==> config.mk <==
export PLATFORM = sky130hd
export DESIGN_NAME = ifid_skid_stage_flat
export DESIGN_NICKNAME = d
export VERILOG_FILES = /design/src/rtl/ifid_skid_stage_if.sv /design/src/rtl/ifid_skid_stage.sv /design/src/flat_wrapper.sv
export SDC_FILE = /design/constraint.sdc
export NUM_CORES = 1
export LEC_CHECK = 0
export ABC_AREA = 1
export CELL_PAD_IN_SITES_DETAIL_PLACEMENT = 0
export CELL_PAD_IN_SITES_GLOBAL_PLACEMENT = 1
export CORE_MARGIN = 3
export CORE_UTILIZATION = 34
export DETAILED_ROUTE_END_ITERATION = 6
export PLACE_DENSITY_LB_ADDON = 0.08
export SETUP_SLACK_MARGIN = 0.3
export SLEW_MARGIN = 5
export SYNTH_ARGS = -nofsm -noshare
export SYNTH_HDL_FRONTEND = slang
export SYNTH_SLANG_ARGS = --single-unit
export TNS_END_PERCENT = 50
==> constraint.sdc <==
create_clock -name clk -period 1.6 [get_ports clk]
set_input_delay 0.48 -clock clk [delete_from_list [all_inputs] [get_ports clk]]
set_output_delay 0.48 -clock clk [all_outputs]
set_load 0.1 [all_outputs]
==> src/rtl/ifid_skid_stage_if.sv <==
// IF/ID handshake bundle: fetch-side input beat, decode-side output beat and decoded fields.
// master = fetch/decode environment, slave = the pipeline stage.
interface ifid_skid_stage_if #(
    parameter int unsigned IR_W = 32,
    parameter int unsigned PC_W = 32
);
    logic            in_valid;
    logic            in_ready;
    logic [IR_W-1:0] in_ir;
    logic [PC_W-1:0] in_pc;
    logic            out_valid;
    logic            out_ready;
    logic [IR_W-1:0] out_ir;
    logic [PC_W-1:0] out_pc;
    logic [4:0]      out_rs;
    logic [4:0]      out_rt;
    logic [4:0]      out_rd;
    logic [4:0]      out_shamt;
    logic [15:0]     out_imm;
    logic [1:0]      occupancy;

    modport master (
        output in_valid, in_ir, in_pc, out_ready,
        input  in_ready, out_valid, out_ir, out_pc,
               out_rs, out_rt, out_rd, out_shamt, out_imm, occupancy
    );

    modport slave (
        input  in_valid, in_ir, in_pc, out_ready,
        output in_ready, out_valid, out_ir, out_pc,
               out_rs, out_rt, out_rd, out_shamt, out_imm, occupancy
    );
endinterface

==> src/rtl/ifid_skid_stage.sv <==
// IF/ID pipeline stage with a 2-entry skid buffer; in_ready is a flop so a decode stall
// never forms a combinational path back to fetch. flush inserts a bubble.
module ifid_skid_stage #(
    parameter int unsigned IR_W        = 32,
    parameter int unsigned PC_W        = 32,
    parameter bit          BUBBLE_ZERO = 1'b1
) (
    input  logic                  clk,
    input  logic                  rst,
    input  logic                  flush,
    ifid_skid_stage_if.slave      bus
);
    localparam int unsigned REG_W = 5;
    localparam int unsigned IMM_W = 16;
    localparam int unsigned FLD_W = 26;

    typedef enum logic [1:0] {EMPTY = 2'd0, ONE = 2'd1, TWO = 2'd2} state_e;

    state_e          state_q, state_d;
    logic            in_ready_q, in_ready_d;
    logic            out_valid_q, out_valid_d;
    logic [1:0]      occ_q, occ_d;
    logic [IR_W-1:0] main_ir_q, main_ir_d, skid_ir_q, skid_ir_d;
    logic [PC_W-1:0] main_pc_q, main_pc_d, skid_pc_q, skid_pc_d;
    logic [REG_W-1:0] rs_q, rt_q, rd_q, shamt_q;
    logic [IMM_W-1:0] imm_q;
    logic [FLD_W-1:0] fld_d;
    logic             in_fire, out_fire;

    assign in_fire  = bus.in_valid & in_ready_q;
    assign out_fire = out_valid_q & bus.out_ready;

    // Fields track whatever is loaded into the main register, so they reload exactly with it.
    if (IR_W >= FLD_W) begin : g_fld_slice
        assign fld_d = main_ir_d[FLD_W-1:0];
    end else begin : g_fld_pad
        assign fld_d = FLD_W'(main_ir_d);
    end

    always_comb begin
        state_d   = state_q;
        main_ir_d = main_ir_q;
        main_pc_d = main_pc_q;
        skid_ir_d = skid_ir_q;
        skid_pc_d = skid_pc_q;
        unique case (state_q)
            EMPTY: begin
                if (in_fire) begin
                    state_d   = ONE;
                    main_ir_d = bus.in_ir;
                    main_pc_d = bus.in_pc;
                end
            end
            ONE: begin
                if (in_fire && out_fire) begin
                    main_ir_d = bus.in_ir;
                    main_pc_d = bus.in_pc;
                end else if (in_fire) begin
                    state_d   = TWO;
                    skid_ir_d = bus.in_ir;
                    skid_pc_d = bus.in_pc;
                end else if (out_fire) begin
                    state_d = EMPTY;
                end
            end
            TWO: begin
                if (out_fire) begin
                    state_d   = ONE;
                    main_ir_d = skid_ir_q;
                    main_pc_d = skid_pc_q;
                end
            end
            default: state_d = EMPTY;
        endcase
        // Redirect discards both held beats and anything handshaking this cycle.
        if (flush) begin
            state_d = EMPTY;
            if (BUBBLE_ZERO) begin
                main_ir_d = '0;
                main_pc_d = '0;
                skid_ir_d = '0;
                skid_pc_d = '0;
            end
        end
        in_ready_d  = (state_d != TWO);
        out_valid_d = (state_d != EMPTY);
        occ_d       = 2'(state_d);
    end

    always_ff @(posedge clk) begin
        if (rst) begin
            state_q     <= EMPTY;
            in_ready_q  <= 1'b1;
            out_valid_q <= 1'b0;
            occ_q       <= 2'd0;
            main_ir_q   <= '0;
            main_pc_q   <= '0;
            skid_ir_q   <= '0;
            skid_pc_q   <= '0;
            rs_q        <= '0;
            rt_q        <= '0;
            rd_q        <= '0;
            shamt_q     <= '0;
            imm_q       <= '0;
        end else begin
            state_q     <= state_d;
            in_ready_q  <= in_ready_d;
            out_valid_q <= out_valid_d;
            occ_q       <= occ_d;
            main_ir_q   <= main_ir_d;
            main_pc_q   <= main_pc_d;
            skid_ir_q   <= skid_ir_d;
            skid_pc_q   <= skid_pc_d;
            rs_q        <= fld_d[25:21];
            rt_q        <= fld_d[20:16];
            rd_q        <= fld_d[15:11];
            shamt_q     <= fld_d[10:6];
            imm_q       <= fld_d[15:0];
        end
    end

    assign bus.in_ready  = in_ready_q;
    assign bus.out_valid = out_valid_q;
    assign bus.out_ir    = main_ir_q;
    assign bus.out_pc    = main_pc_q;
    assign bus.out_rs    = rs_q;
    assign bus.out_rt    = rt_q;
    assign bus.out_rd    = rd_q;
    assign bus.out_shamt = shamt_q;
    assign bus.out_imm   = imm_q;
    assign bus.occupancy = occ_q;
endmodule

==> src/flat_wrapper.sv <==
// flat-port wrapper written by rule: the top's interface ports become plain ports
module ifid_skid_stage_flat 
#(
    parameter int unsigned IR_W        = 32,
    parameter int unsigned PC_W        = 32,
    parameter bit          BUBBLE_ZERO = 1'b1
)
  (clk, rst, flush, bus_in_valid, bus_in_ir, bus_in_pc, bus_out_ready, bus_in_ready, bus_out_valid, bus_out_ir, bus_out_pc, bus_out_rs, bus_out_rt, bus_out_rd, bus_out_shamt, bus_out_imm, bus_occupancy);
  ifid_skid_stage_if #(.IR_W(IR_W), .PC_W(PC_W)) bus_i ();
  input  logic clk;
  input  logic rst;
  input  logic flush;
  input wire logic [$bits(bus_i.in_valid)-1:0] bus_in_valid;
  input wire logic [$bits(bus_i.in_ir)-1:0] bus_in_ir;
  input wire logic [$bits(bus_i.in_pc)-1:0] bus_in_pc;
  input wire logic [$bits(bus_i.out_ready)-1:0] bus_out_ready;
  output wire logic [$bits(bus_i.in_ready)-1:0] bus_in_ready;
  output wire logic [$bits(bus_i.out_valid)-1:0] bus_out_valid;
  output wire logic [$bits(bus_i.out_ir)-1:0] bus_out_ir;
  output wire logic [$bits(bus_i.out_pc)-1:0] bus_out_pc;
  output wire logic [$bits(bus_i.out_rs)-1:0] bus_out_rs;
  output wire logic [$bits(bus_i.out_rt)-1:0] bus_out_rt;
  output wire logic [$bits(bus_i.out_rd)-1:0] bus_out_rd;
  output wire logic [$bits(bus_i.out_shamt)-1:0] bus_out_shamt;
  output wire logic [$bits(bus_i.out_imm)-1:0] bus_out_imm;
  output wire logic [$bits(bus_i.occupancy)-1:0] bus_occupancy;
  assign bus_i.in_valid = bus_in_valid;
  assign bus_i.in_ir = bus_in_ir;
  assign bus_i.in_pc = bus_in_pc;
  assign bus_i.out_ready = bus_out_ready;
  assign bus_in_ready = bus_i.in_ready;
  assign bus_out_valid = bus_i.out_valid;
  assign bus_out_ir = bus_i.out_ir;
  assign bus_out_pc = bus_i.out_pc;
  assign bus_out_rs = bus_i.out_rs;
  assign bus_out_rt = bus_i.out_rt;
  assign bus_out_rd = bus_i.out_rd;
  assign bus_out_shamt = bus_i.out_shamt;
  assign bus_out_imm = bus_i.out_imm;
  assign bus_occupancy = bus_i.occupancy;
  ifid_skid_stage #(.IR_W(IR_W), .PC_W(PC_W), .BUBBLE_ZERO(BUBBLE_ZERO)) u_core (.clk(clk), .rst(rst), .flush(flush), .bus(bus_i));
endmodule
# After elaboration in Yosys (flattened, before gate mapping)
# Cells that the tools add are included.
# totals
in_bits	69
latchBits	0
n_memories	0
out_inout_bits	104
ramBits	0
ff_bits	168
rom_bits	0
# classes
n_mux	16
shifts	0
n_bitwise	3
n_reduce_logical	7
eq_ne	6
order_cmp	0
mul	0
div	0
n_addsub	0
# op_table
operator	n
$mux 32	6
$pmux 32 s3	2
$mux 26	1
$mux 2	6
$ne 2x1->1 const B	3
$pmux 2 s3	1
$reduce_and 4->1	1
$reduce_and 3->1	1
$reduce_bool 3->1	1
$and 1x1->1	2
$eq 2x1->1 const B	1
$eq 2x2->1 const B	1
$logic_not 2->1	1
$ne 2x2->1 const B	1
$reduce_bool 2->1	1
$reduce_or 2->1	1
$logic_and 1x1->1	1
$not 1->1	1

# Longest topological paths before layout
# depth
depth_word	7
ltp_mapped	11
ltp_nobuf	8

# Least setup slack after synthesis
# No wires, ideal clock.
# synth_path
path_type	reg-to-reg
from	register u_core.in_ready_q, in the netlist u_core.bus.in_ready
to	register u_core.main_pc_q[10], in the netlist u_core.bus.out_pc[10]
period_less_slack_ps	2130
setup_ps	118
arrival_time_ps	2012
path_stages_with_launch	11
path_buffers	3
path_slack_ps	-530
cell_sequence	dfxtp_1 -> buf_4 -> nand2_4 -> nor2_8 -> nand2_4 -> nand2_4 -> inv_2 -> buf_6 -> buf_6 -> nor2_2 -> nor2_1
# synth_via
elab_chain_len	4
# synth_rtl
item	line_no	rtl
start, declared	ifid_skid_stage.sv:20	logic in_ready_q, in_ready_d;
start signal, assigned	ifid_skid_stage.sv:107	in_ready_q <= in_ready_d;
$and 1x1->1 *	ifid_skid_stage.sv:30	assign in_fire = bus.in_valid & in_ready_q;
$logic_and 1x1->1	ifid_skid_stage.sv:55	if (in_fire && out_fire) begin
$ne 2x1->1 (no line)	--	
$reduce_and 4->1 (no line) *	--	
end signal, assigned	ifid_skid_stage.sv:111	main_pc_q <= main_pc_d;
end, declared	ifid_skid_stage.sv:24	logic [PC_W-1:0] main_pc_q, main_pc_d, skid_pc_q, skid_pc_d;
# Every way passes the cells marked *; elsewhere a longest branch is shown, timed or not.
# A chain may end at the register's enable or synchronous reset.

# Worst setup path after layout
# layout_path
from	register u_core.in_ready_q, in the netlist u_core.bus.in_ready
to	output bus_in_ready
# layout_lines
item	line_no	rtl
end, declared	flat_wrapper.sv:17	output wire logic [$bits(bus_i.in_ready)-1:0] bus_in_ready;
# No word-level cell between the ends.

==> results.json <==
{
  "status": "finished, final reports clean",
  "synth_edf_count": 0,
  "clock_latency_ns": 0.43,
  "port_buffers": 172,
  "placed_area_um2": 10300,
  "dr.pass1.iters": 5,
  "regArea_um2": 2780,
  "die_w_um": 150,
  "cpMaxStageDelayCell": "dfxtp_4",
  "antenna_left": 0,
  "drive_gt1_share_pct": 39.6,
  "ir_drop_mv": 0.726,
  "period_needed_ns": 1.54,
  "num_antenna_cells": 0,
  "grt_max_degree": 44,
  "h-tree-depth": 4,
  "setup_ws_ns": 0.0590,
  "netlist_area_um2": 7040,
  "num-fill-cells": 1651,
  "rows": 52,
  "slew_violations": 0,
  "yosys_warnings": 0,
  "max_freq_mhz": 649,
  "finalSetupViolCount": 0,
  "die_h_um": 150,
  "start_kind": "flop",
  "min-delay-path-class": "reg -> reg",
  "cts_tree": "done",
  "worst_pin_slew_ns": 0.309,
  "path_class": "reg -> out",
  "synth_flop_cell": "dfxtp_1",
  "synthArstFlopShare_pct": 0,
  "ys_seq_area_share_pct": 37.5,
  "hold_slack_ns": 0.451,
  "syn-instance-count": 1086,
  "max_slew_margin_pct": 79.4,
  "path_clk_slew_ns": 0.06,
  "multi_input_area_um2": 4160,
  "nNetsFinal": 1365,
  "yosys_register_bits": 132,
  "synth_area_per_cell_um2": 6.49,
  "grt_pass1_wl_mm": 41.0,
  "first_global_vias": 7489,
  "track_usage_pct": 23.4,
  "p_leak_nw": 5.67,
  "num_vias": 7829,
  "mostFrequentLayoutCell": "nand2_1",
  "cts_buffers": 17,
  "place_ws_ns": -0.426,
  "area_delta_synth_final_pct": 90.0,
  "wl_mm": 27.2,
  "cellPowerDensity_nw_per_um2": 789,
  "die_area_um2": 22500,
  "rsz0062_at_grt": "yes",
  "cp.buffers_inverters": 2,
  "dpl.hpwl_mm": 14.3,
  "skew_ns": 0.00979,
  "overflow": 0,
  "period_share_pct": 96.3,
  "stdcell_area_um2": 13400,
  "cts_root_buf": "clkbuf_16",
  "wl_per_cell_um": 17.3,
  "yosysUniqueCellTypes": 21,
  "cp.arrival_ns": 1.06,
  "final_cell_mix": "nand2_1, buf_12, inv_1, nand3_1, dfxtp_1",
  "core_um2": 20300,
  "initial_core_util_pct": 34.7,
  "crit_fanout": 2,
  "setup_tns_ns": 0,
  "max-cap-violations": 0,
  "finish.utilization_pct": 65.9,
  "io_pins": 173,
  "drtIter0Drc": 506,
  "critPathTopFamily": "flip-flops",
  "p_total_mw": 10.6,
  "hold_viol": 0,
  "vias_per_cell": 4.96,
  "cts.path.max_buffers": 2,
  "drcViolationCount": 0,
  "path_cells": "buf_6 > buf_12",
  "place.gp.congestion": 0.762,
  "placed_cells": 1466,
  "required_ns": 1.12,
  "fin_cells": 1578,
  "worstSetupEndpointType": "output pin",
  "antenna_found_initial": 0,
  "postSynthNetCount": 1155,
  "clock-sinks": 132,
  "slowest_delay_ns": 0.36
}
[layer usage]
metal,part of all wire [%],track usage (%),vias to the layer above,wire length [um]
li1,-,-,3876,-
met5,0,0,-,0
met2,51,39.9,255,13800
met4,2.1,6.40,0,572
met3,6.8,7.00,45,1860
met1,40,28.6,3653,11000
[where the power goes]
group	total (mW)	internal (mW)	switching [mW]	leakage (nW)
clock network	3.95	2.35	1.60	0.280
registers	3.50	3.37	0.133	1.10
logic	3.11	1.28	1.83	4.29
total	10.6	7.00	3.56	5.67
[cell usage after synthesis (8+ instances only)]
| cell type | instances | area share, % |
|---|---|---|
| buf_4 | 44 | 4.7 |
| inv_1 | 135 | 7.2 |
| buf_2 | 24 | 1.7 |
| a21oi_1 | 120 | 8.5 |
| buf_6 | 8 | 1.3 |
| nand2_1 | 215 | 11 |
| nor2_2 | 13 | 1.2 |
| dfxtp_1 | 132 | 38 |
| o21ai_0 | 147 | 10 |
| nand3_1 | 107 | 7.6 |
| clkbuf_1 | 34 | 1.8 |
| nor2_1 | 90 | 4.8 |
[final cells by class]
| type | instances | share of cell area (%) |
|---|---|---|
| multi-input combinational | 704 | 31.1 |
| sequential | 132 | 20.7 |
| inverter | 141 | 4.22 |
| clock buffer | 18 | 3.28 |
| clock inverter | 13 | 1.11 |
| tap | 270 | 2.52 |
| timing repair buffer | 300 | 37.1 |
[worst min-delay path, delay by kind of cell (launching register included)]
family	cells	cell delay (ns)
AOI/OAI and AO/OA	1	0.05
buffers and inverters	1	0.07
DFF	1	0.30
[registers in the layout, summed over array words and instances (netlist names)]
register / count
u_core.bus.out_ir: 8
u_core.skid_pc_q: 32
u_core.bus.out_pc: 32
u_core.skid_ir_q: 32
u_core.bus.out_imm: 15
u_core.state_q: 2
u_core.bus.out_rs: 5
u_core.bus.out_rt: 4
u_core.bus.out_valid: 1
u_core.bus.in_ready: 1
[cell families after synthesis]
group | Yosys count | share of synthesized area [%]
AND/OR/NAND/NOR | 433 | 26.3
buffers and inverters | 253 | 17.1
AO/OA/AOI/OAI | 268 | 19.1
flip-flops | 132 | 37.5
[worst paths after layout]
path,start,to,slack [ns],cells after the start
worst min-delay path,u_core.skid_pc_q[30],u_core.skid_pc_q[30],0.45,2
worst max register to register,u_core.bus.in_ready,u_core.skid_ir_q[3],0.06,10
worst max-delay path,u_core.bus.in_ready,bus_in_ready,0.06,2
worst min register to register,u_core.skid_pc_q[30],u_core.skid_pc_q[30],0.45,2
[what timing repair did]
action,4_1_cts,5_1_grt
setup buffers,35,9
pin swaps,52,39
hold buffers,0,0
cloned,29,8
gates resized for setup,237,122
endpoints found under the setup margin,236,236
No activity file was read; power rests on OpenSTA's default activity.
